### src/rtl/frame_buffer_arbiter.sv
// frame_buffer_arbiter: N-way (2..4) frame buffer index manager between the
// camera-side writer and the HDMI-side reader, all on clk_100Mhz.
// The display vsync is synchronised and edge-detected; the detected edge
// drives the buffer swap in the same clock as the registered vsync_pulse,
// so vsync_pulse and swap_pulse are asserted together.
// Optional feature macro: FB_STATS_EN adds saturating drop/repeat/error counters.
module frame_buffer_arbiter #(
  parameter int                    NUM_BUFS    = 3,
  parameter int                    ADDR_WIDTH  = 32,
  parameter logic [ADDR_WIDTH-1:0] BASE_ADDR   = 32'h1000_0000,
  parameter logic [ADDR_WIDTH-1:0] FRAME_BYTES = 32'h0009_6000,
  parameter int                    SYNC_STAGES = 2
) (
  input  logic                  clk_100Mhz,
  input  logic                  sys_rst_n,
  input  logic                  writer_done,
  input  logic                  vsync_in,
  output logic                  wr_buf_ready,
  output logic [1:0]            wr_buf_idx,
  output logic [ADDR_WIDTH-1:0] wr_base_addr,
  output logic [1:0]            rd_buf_idx,
  output logic [ADDR_WIDTH-1:0] rd_base_addr,
  output logic                  swap_pulse,
  output logic                  vsync_pulse
`ifdef FB_STATS_EN
  ,
  output logic [15:0]           frames_dropped,
  output logic [15:0]           frames_repeated,
  output logic [15:0]           done_errors
`endif
);

  if (NUM_BUFS < 2 || NUM_BUFS > 4) begin : g_bad_num_bufs
    $error("frame_buffer_arbiter: NUM_BUFS must be 2..4");
  end
  if (SYNC_STAGES < 2 || SYNC_STAGES > 4) begin : g_bad_sync_stages
    $error("frame_buffer_arbiter: SYNC_STAGES must be 2..4");
  end

  // Lowest buffer index that is neither x nor y.
  function automatic logic [1:0] free_idx(input logic [1:0] x, input logic [1:0] y);
    logic [1:0] r;
    r = 2'd0;
    for (int i = NUM_BUFS - 1; i >= 0; i--) begin
      if (2'(i) != x && 2'(i) != y) begin
        r = 2'(i);
      end else begin
        r = r;
      end
    end
    return r;
  endfunction

  // DDR base address of a buffer; product truncates to ADDR_WIDTH.
  function automatic logic [ADDR_WIDTH-1:0] buf_addr(input logic [1:0] idx);
    logic [ADDR_WIDTH-1:0] idx_w;
    idx_w = ADDR_WIDTH'(idx);
    return BASE_ADDR + idx_w * FRAME_BYTES;
  endfunction

  // Saturating 16-bit increment for the statistics counters.
  function automatic logic [15:0] sat_inc(input logic [15:0] v, input logic en);
    logic [15:0] r;
    if (en && v != 16'hFFFF) begin
      r = v + 16'd1;
    end else begin
      r = v;
    end
    return r;
  endfunction

  logic [1:0]             rst_sync_r;
  logic                   rst_n_s;
  logic [SYNC_STAGES-1:0] vsync_sync_r;
  logic                   vsync_prev_r;
  logic                   vsync_evt_s;
  logic [1:0]             pend_idx_r;
  logic                   pend_vld_r;
  logic                   done_acc_s;
  logic [1:0]             wr_idx_s;
  logic [1:0]             rd_idx_s;
  logic [1:0]             pend_idx_s;
  logic                   pend_vld_s;
  logic                   ready_s;
  logic                   swap_s;

  // Reset synchroniser: asynchronous assertion, release aligned to clk.
  always_ff @(posedge clk_100Mhz or negedge sys_rst_n) begin
    if (!sys_rst_n) begin
      rst_sync_r <= 2'b00;
    end else begin
      rst_sync_r <= {rst_sync_r[0], 1'b1};
    end
  end

  assign rst_n_s = rst_sync_r[1];

  // vsync_in synchroniser chain plus previous-value flop for edge detection.
  always_ff @(posedge clk_100Mhz or negedge rst_n_s) begin
    if (!rst_n_s) begin
      vsync_sync_r <= '0;
      vsync_prev_r <= 1'b0;
    end else begin
      vsync_sync_r <= {vsync_sync_r[SYNC_STAGES-2:0], vsync_in};
      vsync_prev_r <= vsync_sync_r[SYNC_STAGES-1];
    end
  end

  assign vsync_evt_s = vsync_sync_r[SYNC_STAGES-1] & ~vsync_prev_r;
  assign done_acc_s  = writer_done & wr_buf_ready;

  // Next buffer assignment from accepted writer_done and the vsync edge.
  always_comb begin
    wr_idx_s   = wr_buf_idx;
    rd_idx_s   = rd_buf_idx;
    pend_idx_s = pend_idx_r;
    pend_vld_s = pend_vld_r;
    ready_s    = wr_buf_ready;
    swap_s     = 1'b0;
    if (done_acc_s && vsync_evt_s) begin
      // Finished frame goes straight to the display.
      rd_idx_s   = wr_buf_idx;
      pend_vld_s = 1'b0;
      swap_s     = 1'b1;
      ready_s    = 1'b1;
      if (NUM_BUFS == 2) begin
        wr_idx_s = rd_buf_idx;
      end else if (pend_vld_r) begin
        wr_idx_s = free_idx(wr_buf_idx, pend_idx_r);
      end else begin
        wr_idx_s = free_idx(wr_buf_idx, rd_buf_idx);
      end
    end else if (done_acc_s) begin
      // Park the finished frame; an older pending frame is dropped.
      pend_idx_s = wr_buf_idx;
      pend_vld_s = 1'b1;
      if (NUM_BUFS == 2) begin
        ready_s = 1'b0;
      end else begin
        wr_idx_s = free_idx(rd_buf_idx, wr_buf_idx);
      end
    end else if (vsync_evt_s) begin
      if (pend_vld_r) begin
        rd_idx_s   = pend_idx_r;
        pend_vld_s = 1'b0;
        swap_s     = 1'b1;
        if (NUM_BUFS == 2) begin
          wr_idx_s = rd_buf_idx;
          ready_s  = 1'b1;
        end else begin
          wr_idx_s = wr_buf_idx;
        end
      end else begin
        swap_s = 1'b0;
      end
    end else begin
      swap_s = 1'b0;
    end
  end

  // Buffer state, addresses and pulses; address registered with its index.
  always_ff @(posedge clk_100Mhz or negedge rst_n_s) begin
    if (!rst_n_s) begin
      wr_buf_idx   <= 2'd0;
      rd_buf_idx   <= 2'd1;
      pend_idx_r   <= 2'd0;
      pend_vld_r   <= 1'b0;
      wr_buf_ready <= 1'b1;
      swap_pulse   <= 1'b0;
      vsync_pulse  <= 1'b0;
      wr_base_addr <= buf_addr(2'd0);
      rd_base_addr <= buf_addr(2'd1);
    end else begin
      wr_buf_idx   <= wr_idx_s;
      rd_buf_idx   <= rd_idx_s;
      pend_idx_r   <= pend_idx_s;
      pend_vld_r   <= pend_vld_s;
      wr_buf_ready <= ready_s;
      swap_pulse   <= swap_s;
      vsync_pulse  <= vsync_evt_s;
      wr_base_addr <= buf_addr(wr_idx_s);
      rd_base_addr <= buf_addr(rd_idx_s);
    end
  end

`ifdef FB_STATS_EN
  // Saturating drop / repeat / ignored-done counters.
  always_ff @(posedge clk_100Mhz or negedge rst_n_s) begin
    if (!rst_n_s) begin
      frames_dropped  <= 16'd0;
      frames_repeated <= 16'd0;
      done_errors     <= 16'd0;
    end else begin
      frames_dropped  <= sat_inc(frames_dropped, done_acc_s & pend_vld_r);
      frames_repeated <= sat_inc(frames_repeated, vsync_evt_s & ~pend_vld_r & ~done_acc_s);
      done_errors     <= sat_inc(done_errors, writer_done & ~wr_buf_ready);
    end
  end
`endif

endmodule

### config.mk
export PLATFORM = sky130hd
export DESIGN_NAME = frame_buffer_arbiter
export DESIGN_NICKNAME = d
export VERILOG_FILES = /design/src/rtl/frame_buffer_arbiter.sv
export SDC_FILE = /design/constraint.sdc
export NUM_CORES = 1
export LEC_CHECK = 0
export ABC_AREA = 0
export CAP_MARGIN = 40
export CELL_PAD_IN_SITES_DETAIL_PLACEMENT = 1
export CELL_PAD_IN_SITES_GLOBAL_PLACEMENT = 1
export CORE_MARGIN = 8
export CORE_UTILIZATION = 25
export DETAILED_ROUTE_END_ITERATION = 8
export HOLD_SLACK_MARGIN = 0.15
export PLACE_DENSITY_LB_ADDON = 0.12
export SYNTH_ARGS = -nofsm -noshare
export SYNTH_HDL_FRONTEND = slang
export SYNTH_SLANG_ARGS = --single-unit
### constraint.sdc
create_clock -name clk_100Mhz -period 1.1 [get_ports clk_100Mhz]
set_clock_uncertainty 0.2 [all_clocks]
set_input_delay 0.33 -clock clk_100Mhz [delete_from_list [all_inputs] [get_ports clk_100Mhz]]
set_output_delay 0.33 -clock clk_100Mhz [all_outputs]
set_load 0.02 [all_outputs]
Word level (Yosys, flattened, before mapping)
Cells that the tools add are included.
{ "op_classes": {"addsub": 2, "n_mul": 2, "n_eq_ne": 6, "n_mux": 20, "bitwise": 3, "reduce_logical": 12} }
{ "ops": {"columns": ["cell", "count"], "rows": [
  ["29-bit by 22-bit adder with 30-bit output (first input constant)", 2],
  ["2-bit two-way mux", 13],
  ["2-bit by 7-bit multiplier with 9-bit output (second input constant)", 2],
  ["1-bit logical AND", 7],
  ["1-bit two-way mux", 7],
  ["1-bit by 2-bit != test with 1-bit output (first input constant)", 3],
  ["2-bit != test (first input constant)", 3],
  ["2-bit nonzero test", 3],
  ["3-bit nonzero test", 1],
  ["1-bit NOT", 2],
  ["2-bit AND reduction", 1],
  ["1-bit AND", 1]
]} }
{ "totals": {"register_bits": 74, "in_bits": 4, "out_inout_bits": 71} }

Depth between registers and ports, before layout
Gate-level depths: netlist of run 1.
{ "depth": {"ltp_word": 9, "mapped_depth": 7, "mapped_depth_nobuf": 7} }

Worst setup path before layout of run 1
No wires, ideal clock.
{ "synth_timing": {"path_kind": "reg-to-reg", "start": "register, netlist name wr_base_addr[20]", "end": "register wr_base_addr[14]", "setup_ns": 0.113, "t_arrival_ns": 1.427, "required_ns": 0.787, "slack_ns": -0.640, "path_stages_with_launch": 6, "path_buffers": 0, "period_less_slack_ns": 1.740, "cell_sequence": "dfrtp_1 > or2b_1 > nor3_1 > a221oi_2 > ha_1 > inv_1"} }
{ "synth_rtl": {"columns": ["item", "line_no", "rtl"], "rows": [
  ["end signal: assignment", "171", "wr_base_addr <= buf_addr(2'd0);"],
  ["end signal: assignment", "181", "wr_base_addr <= buf_addr(wr_idx_s);"],
  ["end: declaration", "20", "output logic [ADDR_WIDTH-1:0] wr_base_addr,"]
]} }

==> impl_results.md, run 1 <==
- Post-synthesis xor/xnor area fraction: 0.0133
- Core Region: ~5100 um2
- Row cnt: 26
- Die Wd: a little under 90 um
- DR iter-0 viols: 16
- Final Worst Setup Slack: -0.675 ns
- H-tree level count: 1
- Max clock buf depth: 2
- Distinct cells, synth: 26
- Final-report hold violation count: 0
- Setup_tns: -14.69 ns
- Fin. max-slew vios: 0
- Commonest non-fill, non-tap cell in the layout: conb_1
- Finish-stage setup viols: 39
- DP HPWL: ~2500 um
- Post-route cell area: 1970 um2
- Final Cycle Share: 1.61
- Final min period: between 1.5 and 2 ns
- Die height: between 80 and 90 um
- Multiplexer share of the synthesized area: 0.0313
- Worst reg2reg path depth: 6
- Cts bufs inserted: 3
- Crit. End Element: flip-flop
- Synth Area in Simple Gates: 0.0693
- Total Nets Final: ~190
- Flops & latches, synth: 22
- Leading cell types in the layout, fill and taps excluded: conb_1, buf_6, buf_4
- CP Class: reg -> reg
- Unrepaired setup endpoints after global routing: yes
- Crit Reg-Reg Startpoint: wr_base_addr[20]
- Die ar.: between 7000 and 8000 um2
- Grt ovf: 0
- Synth warn: 0
- Share of cells above drive strength 1: 0.514
- All-Layer GR Usage: 0.0805
- CP max-delay cell: dfrtp_2
- Initial Utilization: 0.258
- CTS tree: yes
- WL per Instance: approximately 13 um
- Syn-to-layout area delta: 49.3%
- Most Frequent Cell on Critical Path: mux2i_1
- Vias in the first global route: ~1000
- Remaining DRCs: 0
- DR vias/cell: between 3 and 4
- Synthesized cell area: around 1300 um2
- Critical R2R Capture: wr_base_addr[14]
- Hold slack: just under 0.09 ns
- Routed Antenna Nets: 0
- Synth Area in Compound Gates: 0.0712
- Final wirelength: between 3000 and 4000 um
- Pin count of the biggest net entering global routing: 14
- DRT Pass-1 Iters: 4
- Worst-Skew Late Latency: 0.26 ns
- Seq/Total Area, Yosys: 0.421
- Final total power: 4.85 mW
- Status: complete, but fails checks
- R2r setup slk: -0.68 ns
- First-pass GRT wire length: 4920 um
- Synth area leader: dfrtp_1
- Vias: about 900
- Arrival time at the worst endpoint: 1.79 ns
- Leakage power: between 0.9 and 1 nW
- Max VDD drop: about 0.00094 V
- # clock sinks: 22
- Min-Delay Path Class: in -> async
- CP Max Fanout: 6
- Antenna violations before repair: 0
- Top cells by area, synth: dfrtp_1, buf_4, dfstp_2, ha_1, mux2i_1
- Post-synthesis adder-cell area fraction: 0.0380
- IO buf count: 25
- Largest family of logic cells by synthesized area: buffers and inverters
- Top cell type's share of synthesized area: 0.361
- CP Data Required Time: ~1.1 ns
- Root Driver: clkbuf_8
- Failing checks: negative setup slack
- Placer congestion estimate: 0.754
- Pre-CTS setup slack: -0.982 ns
- Antenna fix cells: 0
- PwrDens: approximately 2500 nW/um2
- CTS clock-pin slew for the worst setup and hold paths: about 0.08 ns
- CP peak stage delay: between 0.4 and 0.5 ns
- Gate Count Post-Synth: approximately 130
- Fmax: about 560 MHz
- Crit-path cells: buf_4, mux2i_1, mux2i_1, o22ai_1, ha_4, inv_2
- Placed inst area: roughly 1600 um2
- Syn avg cell area: ~10 um2
- # IOs: 75
- Element type at the critical path start: flip-flop
- Maxcap violations: 0
==> flip-flops by register name (all words and copies together) (netlist names) <==
signal / cells
wr_base_addr: 5
swap_pulse: 1
wr_buf_idx: 1
rd_base_addr: 5
vsync_sync_r: 2
rst_sync_r: 2
vsync_pulse: 1
pend_vld_r: 1
pend_idx_r: 2
vsync_prev_r: 1
rd_buf_idx: 1
==> power by group <==
| group | total, mW | switching (mW) | leakage, nW | internal (mW) |
|---|---|---|---|---|
| registers | 1.36 | 0.265 | 0.262 | 1.09 |
| logic | 2.73 | 1.31 | 0.699 | 1.42 |
| clock network | 0.756 | 0.269 | 0.0357 | 0.486 |
==> area by class of cell <==
cell class / instances / area (um2)
Timing Repair Buffer: 62 / 611
Multi-Input combinational cell: 90 / 608
Sequential cell: 22 / 561
Fill cell: 578 / 3140
Clock buffer: 3 / 41.3
Inverter: 7 / 28.8
Clock inverter: 1 / 30.0
Tap cell: 70 / 87.6
==> Yosys cell counts (all sizes together) <==
| cell | number |
|---|---|
| nand2b | 2 |
| nand2 | 3 |
| and2 | 1 |
| a221oi | 1 |
| nor2 | 5 |
| nand3 | 2 |
| a21oi | 3 |
| nor3 | 1 |
| buf | 58 |
| conb | 2 |
| or2b | 1 |
| nor4 | 1 |
| dfrtp | 19 |
| a311oi | 1 |
| nand3b | 1 |
| o21ba | 1 |
| xnor2 | 2 |
| dfstp | 3 |
| a21o | 1 |
| o22ai | 2 |
| o21ai | 3 |
| ha | 4 |
| mux2 | 1 |
| a311o | 1 |
| inv | 7 |
| mux2i | 3 |
==> per-layer routing <==
layer,global-route usage,wire [um]
met1,0.0843,1290
met2,0.145,1780
met3,0.0223,237
met4,0.0369,74
met5,0,0
==> per-stage QoR <==
stage	instances	utilization
after floorplan	177	-
after global placement	233	0.308
after detailed placement	233	0.308
after CTS	246	0.356
after global routing	255	0.385
final	255	0.385
==> cell families (layout without fill, tap and decap cells) <==
kind of cell             count (synthesis)  after routing
buffers and inverters                   65             73
AO/OA/AOI/OAI                           13             13
flip-flops                              22             22
XOR/XNOR                                 2              2
other                                    2             50
AND/OR/NAND/NOR                         17             17
adder cells (fa/ha/maj)                  4              4
multiplexers                             4              4
==> critical path: cells and delay by family (launching register included) <==
family / cells / cell delay (ns)
muxes: 2 / 0.29
DFF: 1 / 0.44
AOI/OAI and AO/OA: 1 / 0.32
buffers and inverters: 2 / 0.21
adders and majority gates: 1 / 0.26
==> timing repair <==
action                                 in CTS  in global routing
setup endpoints to repair                  38                 40
gates resized for setup                   143                 28
hold buffers                                1                  1
endpoints found under the hold margin       6                  3
setup buffers                              10                 12
pin swaps                                   8                 10
==> worst max-delay path by stage <==
stage / start / endpoint / slack (ns)
floorplan: rd_buf_idx[0] / wr_base_addr[14] / -0.59
global placement: writer_done / wr_base_addr[14] / -0.94
finish: wr_base_addr[20] / wr_base_addr[14] / -0.68
detailed placement: writer_done / wr_base_addr[14] / -0.98
CTS: rd_buf_idx[0] / wr_base_addr[14] / -0.70
global route: wr_base_addr[20] / wr_base_addr[14] / -0.72
No activity file was read; power rests on OpenSTA's default activity.
==> run 2, diff against run 1 <==
PLACE_DENSITY_LB_ADDON = 0.1   (was 0.12)
==> run 2 against run 1 <==
Effect of this change: combinational power up 11%; highest routed layer unchanged; core utilization up 0.64 points; register-to-register slack better by 0.05 ns; clock-buffer cell count up 1; critical path depth up 1; hold slack worse by 0.088 ns; sequential share of layout area down 0.46 points; the run ends with negative hold slack, negative setup slack left.
==> impl_results.md, run 2 (same netlist as run 1, synthesis figures left out) <==
- Status: complete, but fails checks
- Failing checks: negative hold slack, negative setup slack
- Die Wd: 88.6 um (unchanged)
- CP top delay family: compound AO/OA/AOI/OAI gates
- R2r setup slk: -0.62 ns (+0.05 ns)
- Final wirelength: 3360 um (-0.68%)
- Worst-Skew Late Latency: 0.27 ns (about the same)
- Sw frac: 0.388 (+0.00788)
- Final Cycle Share: 1.56 (-0.0496)
- DP HPWL: 2390 um (-3.3%)
- Sequential share of power: 0.276 (-0.004)
- Met3 routed WL: 277 um (+17%)
- Die height: 88.6 um (unchanged)
- Clock power share: 0.117 (-0.039)
- Largest regs: rd_base_addr x5, wr_base_addr x5
- Final min period: 1.72 ns (-0.0545 ns)
- All-Layer GR Usage: 0.0852 (+0.00477)
- Unrepaired setup endpoints after global routing: yes
- Arrival time at the worst endpoint: 1.68 ns (-0.11 ns)
- Hold Buf Count CTS: 1 (unchanged)
- Worst Setup SP: vsync_sync_r[1]
- CTS clock-pin slew for the worst setup and hold paths: 0.08 ns (about the same)
- Vias in the first global route: 1035 (+3.8%)
- Element type at the critical path start: flip-flop
- Cts bufs inserted: 3 (unchanged)
- Syn-to-layout area delta: 51.8%
- Max clock buf depth: 2 (unchanged)
- Leakage power: 0.988 nW (-0.80%)
- Final-report hold violation count: 1 (+1)
- First-pass GRT wire length: 5110 um (+3.9%)
- CP Class: reg -> reg
- Root Driver: clkbuf_8
- Highest Signal Layer: met4
- CP endpoint: rd_base_addr[18]
- WL per Instance: 13.2 um (-0.29%)
- CTS tree: yes
- # IOs: 75 (unchanged)
- # clock sinks: 22 (unchanged)
- Commonest non-fill, non-tap cell in the layout: conb_1
- Metal-1 WL: 1260 um (-2.3%)
- FF/Latch Area: 561 um2 (unchanged)
- Fillers: 583 (+0.87%)
- Placer congestion estimate: 0.728 (-3.5%)
- DRT Pass-1 Iters: 2 (-2)
- Buf/Inv on CP: 2 (unchanged)
- Initial Utilization: 0.258 (unchanged)
- Final core utilization: 0.391 (+0.00637)
- PwrDens: 2490 nW/um2 (+1.0%)
- CP Max Fanout: 4 (-2)
- CP Data Required Time: 1.06 ns (-0.05 ns)
- CP max-delay cell: dfrtp_1
- Row cnt: 26 (unchanged)
- Internal: 3.05 mW (+1.4%)
- Footprint of the multi-input gates: 649 um2 (+6.8%)
- Finish-stage setup viols: 37 (-5.1%)
- Core Region: 5110 um2 (unchanged)
- Routed wl met2: 1760 um (-0.96%)
- Min-Delay Path Class: reg -> async
- Share of cells above drive strength 1: 0.549 (+0.0354)
- Comb pwr share: 0.607 (+0.043)
- Final Worst Setup Slack: -0.621 ns (+0.0545 ns)
- Grt ovf: 0 (unchanged)
- Leading cell types in the layout, fill and taps excluded: conb_1, buf_6, buf_4
- Crit Reg-Reg Startpoint: vsync_sync_r[1]
- H-tree level count: 1 (unchanged)
- Stages on worst setup path: 7 (+1)
- Crit-path cells: nand2b_4, inv_4, nand3_2, a21oi_2, a311o_1, buf_6, ha_4
- Pin count of the biggest net entering global routing: 21 (+7)
- DR iter-0 viols: 13 (-3)
- Worst reg2reg path depth: 7 (+1)
- Fin. max-slew vios: 0 (unchanged)
- Routed Antenna Nets: 0 (unchanged)
- Total Nets Final: 193 (-0.52%)
- Antenna violations before repair: 0 (unchanged)
- Critical R2R Capture: rd_base_addr[18]
- Hold slack: -0.0000675 ns (-0.0879 ns)
- IO buf count: 25 (unchanged)
- Antenna fix cells: 0 (unchanged)
- Crit. End Element: flip-flop
- Psw: 1.93 mW (+4.8%)
- Die ar.: 7850 um2 (unchanged)
- Fmax: 581 MHz (+3.2%)
- Remaining DRCs: 0 (unchanged)
- Vias: 917 (unchanged)
- Max VDD drop: 0.000709 V (-24%)
- CP peak stage delay: 0.42 ns (-0.02 ns)
- Maxcap violations: 0 (unchanged)
- DR vias/cell: 3.61 (+0.39%)
[run 2: what timing repair did]
item                                   4_1_cts  5_1_grt
pin swaps                                   11        8
resized for setup                          164       21
setup endpoints to repair                   38       40
endpoints found under the hold margin       19       19
setup buffers                               10        8
[run 2: how the worst min path moves through the flow]
stage / to / slack, ns
floorplan: rst_sync_r[0] / -0.17
global placement: vsync_pulse / 0.009
detailed placement: vsync_pulse / 0.02
CTS: pend_vld_r / 0.02
global route: pend_vld_r / 0.03
finish: pend_vld_r / -0.00007
[run 2: power groups by stage]
stage	combinational (mW)	clock, mW	sequential, mW
after detailed placement	2.13	0	1.32
after CTS	2.63	0.606	1.38
after floorplan	1.15	0	1.56
after global routing	3.25	0.630	1.42
final	3.02	0.584	1.37
after global placement	2.11	0	1.32
[run 2: stage by stage]
step                      power [mW]  setup WS (ns)  std cells  cell area [um2]  setup TNS (ns)
after floorplan                 2.72         -0.585        177             1550           -5.34
after global placement          3.43         -0.904        233             1580          -21.50
after detailed placement        3.45         -0.939        233             1580          -21.77
after CTS                       4.62         -0.588        248             1870          -13.78
after global routing            5.29         -0.671        254             2000          -16.01
final                           4.98         -0.621        254             2000          -14.46
[run 2: cell type report]
cell class                 instances  share of cell area
tap                               70              0.0438
multi-input combinational         90               0.325
timing repair buffer              61               0.309
clock buffer                       4              0.0275
inverter                           7              0.0144
sequential                        22               0.280
[run 2: metal layers]
layer	vias to the layer above	GRT usage
met1	451	0.0929
met3	4	0.0279
met2	49	0.143
met5	-	0
li1	413	-
met4	0	0.0461
